**config.mk**
```make
export PLATFORM = sky130hd
export DESIGN_NAME = ps2_command_tx
export DESIGN_NICKNAME = d
export VERILOG_FILES = /design/src/rtl/ps2_pkg.sv /design/src/rtl/ps2_command_tx_line_sync.sv /design/src/rtl/ps2_command_tx.sv
export SDC_FILE = /design/constraint.sdc
export NUM_CORES = 1
export LEC_CHECK = 0
export CORE_ASPECT_RATIO = 0.75
export CORE_MARGIN = 1
export CORE_UTILIZATION = 60
export CTS_BUF_LIST = sky130_fd_sc_hd__clkbuf_4 sky130_fd_sc_hd__clkbuf_8
export CTS_CLUSTER_SIZE = 25
export DETAILED_ROUTE_END_ITERATION = 12
export PLACE_DENSITY_LB_ADDON = 0.25
export SETUP_SLACK_MARGIN = 0.02
export SYNTH_ARGS = -nofsm -noshare
export SYNTH_HDL_FRONTEND = slang
export SYNTH_SLANG_ARGS = --single-unit
```
**constraint.sdc**
```tcl
create_clock -name Clock -period 1.8 [get_ports Clock]
set_input_delay 0.27 -clock Clock [delete_from_list [all_inputs] [get_ports Clock]]
set_output_delay 0.27 -clock Clock [all_outputs]
set_load 0.005 [all_outputs]
```
**src/rtl/ps2_pkg.sv**
```systemverilog
// Shared definitions for the PS/2 host-to-device command transmitter:
// FSM state encoding, common keyboard command bytes and microsecond-to-cycle conversion.
`timescale 1ns/1ps
package ps2_pkg;

  typedef logic [2:0] ps2_state_t;

  localparam ps2_state_t ST_IDLE      = 3'd0;
  localparam ps2_state_t ST_INHIBIT   = 3'd1;
  localparam ps2_state_t ST_REQUEST   = 3'd2;
  localparam ps2_state_t ST_DATA      = 3'd3;
  localparam ps2_state_t ST_PARITY    = 3'd4;
  localparam ps2_state_t ST_STOP      = 3'd5;
  localparam ps2_state_t ST_ACK       = 3'd6;
  localparam ps2_state_t ST_WAIT_IDLE = 3'd7;

  localparam logic [7:0] CMD_SET_LEDS = 8'hED;
  localparam logic [7:0] CMD_RESET    = 8'hFF;
  localparam logic [7:0] CMD_ECHO     = 8'hEE;

  function automatic int unsigned us_to_cycles(input int unsigned clk_hz, input int unsigned us);
    logic [63:0] prod;
    prod = 64'(clk_hz) * 64'(us);
    return 32'(prod / 64'd1000000);
  endfunction

endpackage

```
**src/rtl/ps2_command_tx_line_sync.sv**
```systemverilog
// Two-flop synchronizer plus falling-edge detector for one raw PS/2 pin.
`timescale 1ns/1ps
module ps2_line_sync (
  input  logic clk_i,
  input  logic rst_ni,
  input  logic line_i,
  output logic level_o,
  output logic fall_o
);

  logic meta_q, sync_q, prev_q;

  // Idle-high reset values keep a spurious fall from appearing right after reset.
  always_ff @(posedge clk_i or negedge rst_ni) begin
    if (!rst_ni) begin
      meta_q <= 1'b1;
      sync_q <= 1'b1;
      prev_q <= 1'b1;
    end else begin
      meta_q <= line_i;
      sync_q <= meta_q;
      prev_q <= sync_q;
    end
  end

  assign level_o = sync_q;
  assign fall_o  = prev_q & ~sync_q;

endmodule

```
**src/rtl/ps2_command_tx.sv**
```systemverilog
// PS/2 host-to-device transmitter: inhibit, request-to-send, 8 data bits, odd parity, stop, ACK.
// Optional watchdog on the device clocking is built when PS2_TX_TIMEOUT_EN is defined.
`timescale 1ns/1ps
module ps2_command_tx
  import ps2_pkg::*;
#(
  parameter int unsigned CLOCK_FREQUENCY  = 25000000,
  parameter int unsigned INHIBIT_US       = 120,
  parameter int unsigned START_TIMEOUT_US = 15000,
  parameter int unsigned XFER_TIMEOUT_US  = 2000
) (
  input  logic       Clock,
  input  logic       reset,
  input  logic       send_command,
  input  logic [7:0] command,
  input  logic       ps2_clk_in,
  input  logic       ps2_dat_in,
  output logic       ps2_clk_oe,
  output logic       ps2_dat_oe,
  output logic       busy,
  output logic       done,
  output logic       error
);

  localparam int unsigned INHIBIT_RAW = us_to_cycles(CLOCK_FREQUENCY, INHIBIT_US);
  localparam int unsigned START_RAW   = us_to_cycles(CLOCK_FREQUENCY, START_TIMEOUT_US);
  localparam int unsigned XFER_RAW    = us_to_cycles(CLOCK_FREQUENCY, XFER_TIMEOUT_US);
  localparam int unsigned INHIBIT_CYC = (INHIBIT_RAW == 0) ? 1 : INHIBIT_RAW;
  localparam int unsigned START_CYC   = (START_RAW == 0) ? 1 : START_RAW;
  localparam int unsigned XFER_CYC    = (XFER_RAW == 0) ? 1 : XFER_RAW;
  localparam int unsigned TO_MAX      = (START_CYC > XFER_CYC) ? START_CYC : XFER_CYC;
  localparam int unsigned MAX_CYC     = (TO_MAX > INHIBIT_CYC) ? TO_MAX : INHIBIT_CYC;
  localparam int          TIMER_W     = $clog2(MAX_CYC) + 1;
  localparam logic [TIMER_W-1:0] INHIBIT_LAST = TIMER_W'(INHIBIT_CYC - 1);
`ifdef PS2_TX_TIMEOUT_EN
  localparam logic [TIMER_W-1:0] START_LAST = TIMER_W'(START_CYC - 1);
  localparam logic [TIMER_W-1:0] XFER_LAST  = TIMER_W'(XFER_CYC - 1);
`endif

  logic clk_level, clk_fall, dat_level;
  logic dat_fall_unused;  // the data line only needs its synchronized level

  ps2_line_sync u_clk_sync (
    .clk_i  (Clock),
    .rst_ni (reset),
    .line_i (ps2_clk_in),
    .level_o(clk_level),
    .fall_o (clk_fall)
  );

  ps2_line_sync u_dat_sync (
    .clk_i  (Clock),
    .rst_ni (reset),
    .line_i (ps2_dat_in),
    .level_o(dat_level),
    .fall_o (dat_fall_unused)
  );

  ps2_state_t           state_q, state_d;
  logic [7:0]           shift_q, shift_d;
  logic                 parity_q, parity_d;
  logic [3:0]           cnt_q, cnt_d;
  logic [TIMER_W-1:0]   timer_q, timer_d;
  logic                 clk_oe_q, clk_oe_d;
  logic                 dat_oe_q, dat_oe_d;
  logic                 busy_q, busy_d;
  logic                 done_q, done_d;
  logic                 error_q, error_d;
`ifdef PS2_TX_TIMEOUT_EN
  logic                 xfer_active, start_phase;
`endif

  always_comb begin
    state_d  = state_q;
    shift_d  = shift_q;
    parity_d = parity_q;
    cnt_d    = cnt_q;
    timer_d  = timer_q;
    clk_oe_d = clk_oe_q;
    dat_oe_d = dat_oe_q;
    busy_d   = busy_q;
    done_d   = 1'b0;
    error_d  = 1'b0;

    case (state_q)
      ST_IDLE: begin
        timer_d = '0;
        if (send_command) begin
          shift_d  = command;
          parity_d = ~^command;
          cnt_d    = '0;
          busy_d   = 1'b1;
          clk_oe_d = 1'b1;
          dat_oe_d = 1'b0;
          state_d  = ST_INHIBIT;
        end
      end
      ST_INHIBIT: begin
        timer_d = timer_q + TIMER_W'(1);
        if (timer_q == INHIBIT_LAST) begin
          dat_oe_d = 1'b1;
          state_d  = ST_REQUEST;
        end
      end
      ST_REQUEST: begin
        clk_oe_d = 1'b0;
        timer_d  = '0;
        state_d  = ST_DATA;
      end
      ST_DATA: begin
        // LSB first: the shifter always presents the next bit at position 0
        if (clk_fall) begin
          cnt_d    = cnt_q + 4'd1;
          dat_oe_d = ~shift_q[0];
          shift_d  = {1'b0, shift_q[7:1]};
          if (cnt_q == 4'd7) state_d = ST_PARITY;
        end
      end
      ST_PARITY: begin
        if (clk_fall) begin
          cnt_d    = cnt_q + 4'd1;
          dat_oe_d = ~parity_q;
          state_d  = ST_STOP;
        end
      end
      ST_STOP: begin
        if (clk_fall) begin
          cnt_d    = cnt_q + 4'd1;
          dat_oe_d = 1'b0;
          state_d  = ST_ACK;
        end
      end
      ST_ACK: begin
        if (clk_fall) begin
          cnt_d = cnt_q + 4'd1;
          if (!dat_level) begin
            state_d = ST_WAIT_IDLE;
          end else begin
            error_d = 1'b1;
            busy_d  = 1'b0;
            state_d = ST_IDLE;
          end
        end
      end
      ST_WAIT_IDLE: begin
        if (clk_level && dat_level) begin
          done_d  = 1'b1;
          busy_d  = 1'b0;
          state_d = ST_IDLE;
        end
      end
      default: state_d = ST_IDLE;
    endcase

`ifdef PS2_TX_TIMEOUT_EN
    // Start window runs until the first fall; the transfer window restarts there.
    xfer_active = (state_q == ST_DATA) || (state_q == ST_PARITY) || (state_q == ST_STOP) ||
                  (state_q == ST_ACK) || (state_q == ST_WAIT_IDLE);
    start_phase = (state_q == ST_DATA) && (cnt_q == 4'd0);
    if (xfer_active) begin
      timer_d = (start_phase && clk_fall) ? '0 : timer_q + TIMER_W'(1);
      if (start_phase ? (timer_q == START_LAST) : (timer_q == XFER_LAST)) begin
        clk_oe_d = 1'b0;
        dat_oe_d = 1'b0;
        busy_d   = 1'b0;
        done_d   = 1'b0;
        error_d  = 1'b1;
        state_d  = ST_IDLE;
      end
    end
`endif
  end

  always_ff @(posedge Clock or negedge reset) begin
    if (!reset) begin
      state_q  <= ST_IDLE;
      shift_q  <= '0;
      parity_q <= 1'b0;
      cnt_q    <= '0;
      timer_q  <= '0;
      clk_oe_q <= 1'b0;
      dat_oe_q <= 1'b0;
      busy_q   <= 1'b0;
      done_q   <= 1'b0;
      error_q  <= 1'b0;
    end else begin
      state_q  <= state_d;
      shift_q  <= shift_d;
      parity_q <= parity_d;
      cnt_q    <= cnt_d;
      timer_q  <= timer_d;
      clk_oe_q <= clk_oe_d;
      dat_oe_q <= dat_oe_d;
      busy_q   <= busy_d;
      done_q   <= done_d;
      error_q  <= error_d;
    end
  end

  assign ps2_clk_oe = clk_oe_q;
  assign ps2_dat_oe = dat_oe_q;
  assign busy       = busy_q;
  assign done       = done_q;
  assign error      = error_q;

endmodule

```
==> results.md <==
- DR vias/cell: a little under 6
- Post-route minimum period: about 1.7 ns
- WP depth: 5
- Clock Skews: a little over 0.008 ns
- Clock sink total: 46
- Core box area: approximately 3700 um2
- WP buf/inv: 0
- Die W: around 74 um
- Grt total ovfl: 0
- Die Ht: 56.3 um
- Routed WL: about 5.5 mm
- Maxcap violations: 0
- Sequential area share after synthesis: approximately half
- Hold Startpoint: u_dat_sync.meta_q$_DFF_PN1_
- Detail Route Antenna Nets: 0
- Ys async rst share: 100%
- Worst EP arrival: between 1.5 and 2 ns
- Initial antenna violation count: 0
- Area delta synth->final: 23.4%
- DRC: 0
- Routed len/inst: ~16 um
- Dpl ws: -0.0280 ns
- FMAX: a little under 600 MHz
- Cell Area, Synth: 2360 um2
- GRT Util Overall: roughly 28%
- Critical Path, Cell by Cell: or4_4 > nor3_2 > a21oi_2 > o31ai_2 > o21ai_1
- Nets: approximately 300
- IO Port Bufs: 17
- Mapped Cells: 253
- Clock root cell: clkbuf_8
- Critical Path RT: slightly below 2 ns
- Layout cells sized above 1: 17.5%
- Yosys Warn Count: 0
- Status: complete, no violations
- Max VDD drop: 0.670 mV
- Most frequent cell after synthesis: dfrtp_1
- Latest clock arrival within the worst-skew pair: 0.30 ns
- N_diodes: 0
- CTS tree: done
- Top-area cell type share of the netlist area: ~43%
- Slew @ Worst Pin: between 0.4 and 0.5 ns
- Crit Path Category: reg -> reg
- Hpwl dp: 3.62 mm
- Count of pins over their slew limit: 0
- Main synth FF type: dfrtp_1
- Crit-path slowest cell: or4_4
- Pwr Density: 720 nW/um2
- Pwr Total: ~0.0021 W
- I/O pins: 18
- Setup_tns: 0 ns
- CP top delay family: simple AND/OR/NAND/NOR gates
- # setup viols final: 0
- Post-synth top cells: 41 x dfrtp_1, 26 x nand2_1, 23 x nor2_1
- Non-Filler Instances: approximately 340
- Post-synthesis cell type count: 47
- Via Count: between 2k and 2.5k
- CTS buffer count: 5
- Lkg Pwr: around 1.3 nW
- Initial drt markers: 280
- Largest net degree at the start of global routing: 47
- Dpl cells: 331
- Syn Nets: approximately 270
- Reg clk slew, reported paths: about 0.09 ns
- Critical path startpoint category: register
- Syn avg cell area: slightly above 9 um2
- R2R Path Start: timer_q[16]$_DFFE_PN0P_
- Placer congestion estimate: just over 0.9
- DP Area: 2700 um2
- H-tree Lvls: 2
- Clock tree buffer depth: 2
- Synth area leader: dfrtp_1
- Core Rows: 19
- Worst reg-to-reg path cell count: 5
- Hold WC Path Type: reg -> reg
- First-pass GRT wire length: 8.88 mm
- First drt pass iteration count: 5
- Hold path depth: 0
- Slew HR: between 70% and 80%
- Hold Violations, Final: 0
- Initial Util: between 60% and 70%
- Final Cell Area: between 2000 and 3000 um2
- Ranking of synthesized cells by area: dfrtp_1 43%, dfstp_2 5.6%, o21ai_0 4.7%, nand2_1 4.1%, a21oi_1 3.8%
- Final period util: 95.4%
- CP Capture Type: register
- Max FO, Critical Path: 4
- CP startpoint: timer_q[16]$_DFFE_PN0P_
- Die area: between 4000 and 5000 um2
- CP peak stage delay: ~0.54 ns
- Vias in the first global route: ~2k
- PnR worst setup slack: approximately 0.08 ns
- Post-synth EDFFs: 0
- Yosys reg bits: 46
[cell type report]
cell class	count	area, um2
clock buffer	6	82.6
sequential	46	1160
inverter	5	18.8
multi-input combinational	192	1170
tap	52	65.1
fill	245	797
timing repair buffer	41	360
clock inverter	2	60.1
[final timing paths]
check	end	slack, ns
setup / recovery	state_q[0]$_DFFE_PN0P_	0.08
hold / removal	u_dat_sync.level_o$_DFF_PN1_	0.36
setup reg to reg	state_q[0]$_DFFE_PN0P_	0.08
hold reg to reg	u_dat_sync.level_o$_DFF_PN1_	0.36
max in group asynchronous	u_clk_sync.meta_q$_DFF_PN1_	1.07
min in group asynchronous	cnt_q[3]$_DFFE_PN0P_	0.47
[timing repair]
| action | CTS | global route |
|---|---|---|
| setup buffers | 0 | 4 |
| endpoints found under the setup margin | 8 | 13 |
| pin swaps | 0 | 2 |
| hold buffers | 1 | 0 |
| gates resized for setup | 2 | 5 |
| hold endpoints to repair | 41 | 0 |
[logic make-up after synthesis]
group / count (synthesis) / synth area share [%]
AO/OA/AOI/OAI: 71 / 17.2
XOR/XNOR: 14 / 5.20
adder cells (fa/ha/maj): 2 / 1.06
buffers and inverters: 15 / 2.65
flip-flops: 46 / 49.0
multiplexers: 8 / 3.39
AND/OR/NAND/NOR: 97 / 21.4
[sequential cells by signal, summed over array words and instances (netlist names)]
name                count
ps2_clk_oe              1
u_clk_sync.level_o      1
done                    1
cnt_q                   4
error                   1
busy                    1
timer_q                20
u_dat_sync.meta_q       1
u_clk_sync.prev_q       1
ps2_dat_oe              1
parity_q                1
shift_q                 8
u_dat_sync.level_o      1
u_clk_sync.meta_q       1
state_q                 3
[metal layers]
layer,vias up,part of all wire (%),track usage [%]
met4,0,1.3,9.43
met3,12,5.9,6.10
li1,980,-,-
met5,-,0,0
met1,977,45,42.1
met2,80,47,40.7
[cells in the final DEF, fill, tap and decap left out, drive strengths merged, types with 3 or more instances in the layout]
| master | Yosys | final |
|---|---|---|
| dfrtp | 41 | 41 |
| o21ai | 34 | 34 |
| nand2 | 27 | 27 |
| nor2 | 25 | 25 |
| buf | 6 | 24 |
| a21oi | 19 | 19 |
| clkdlybuf4s50 | 0 | 16 |
| nand3 | 12 | 12 |
| xnor2 | 9 | 9 |
| mux2i | 8 | 8 |
| nand4 | 8 | 8 |
| nor3 | 7 | 7 |
| a31oi | 6 | 6 |
| clkbuf | 4 | 6 |
| inv | 5 | 5 |
| xor2 | 5 | 5 |
| dfstp | 5 | 5 |
| o31ai | 4 | 4 |
| and3 | 3 | 3 |
[through the flow]
step | util (%) | hold slack (ns)
finish | 78.5 | 0.361
global placement | 72.8 | 0.268
CTS | 77.2 | 0.360
floorplan | - | -0.0256
global route | 78.5 | 0.370
detailed placement | 72.8 | 0.263
[report_power, final]
group | internal [W] | total (W) | switching [W]
Clock | 0.000592 | 0.000941 | 0.000349
Sequential | 0.00104 | 0.00105 | 0.00000446
Combinational | 0.0000566 | 0.000108 | 0.0000512
Note: power is estimated with default switching activity, not from simulation.
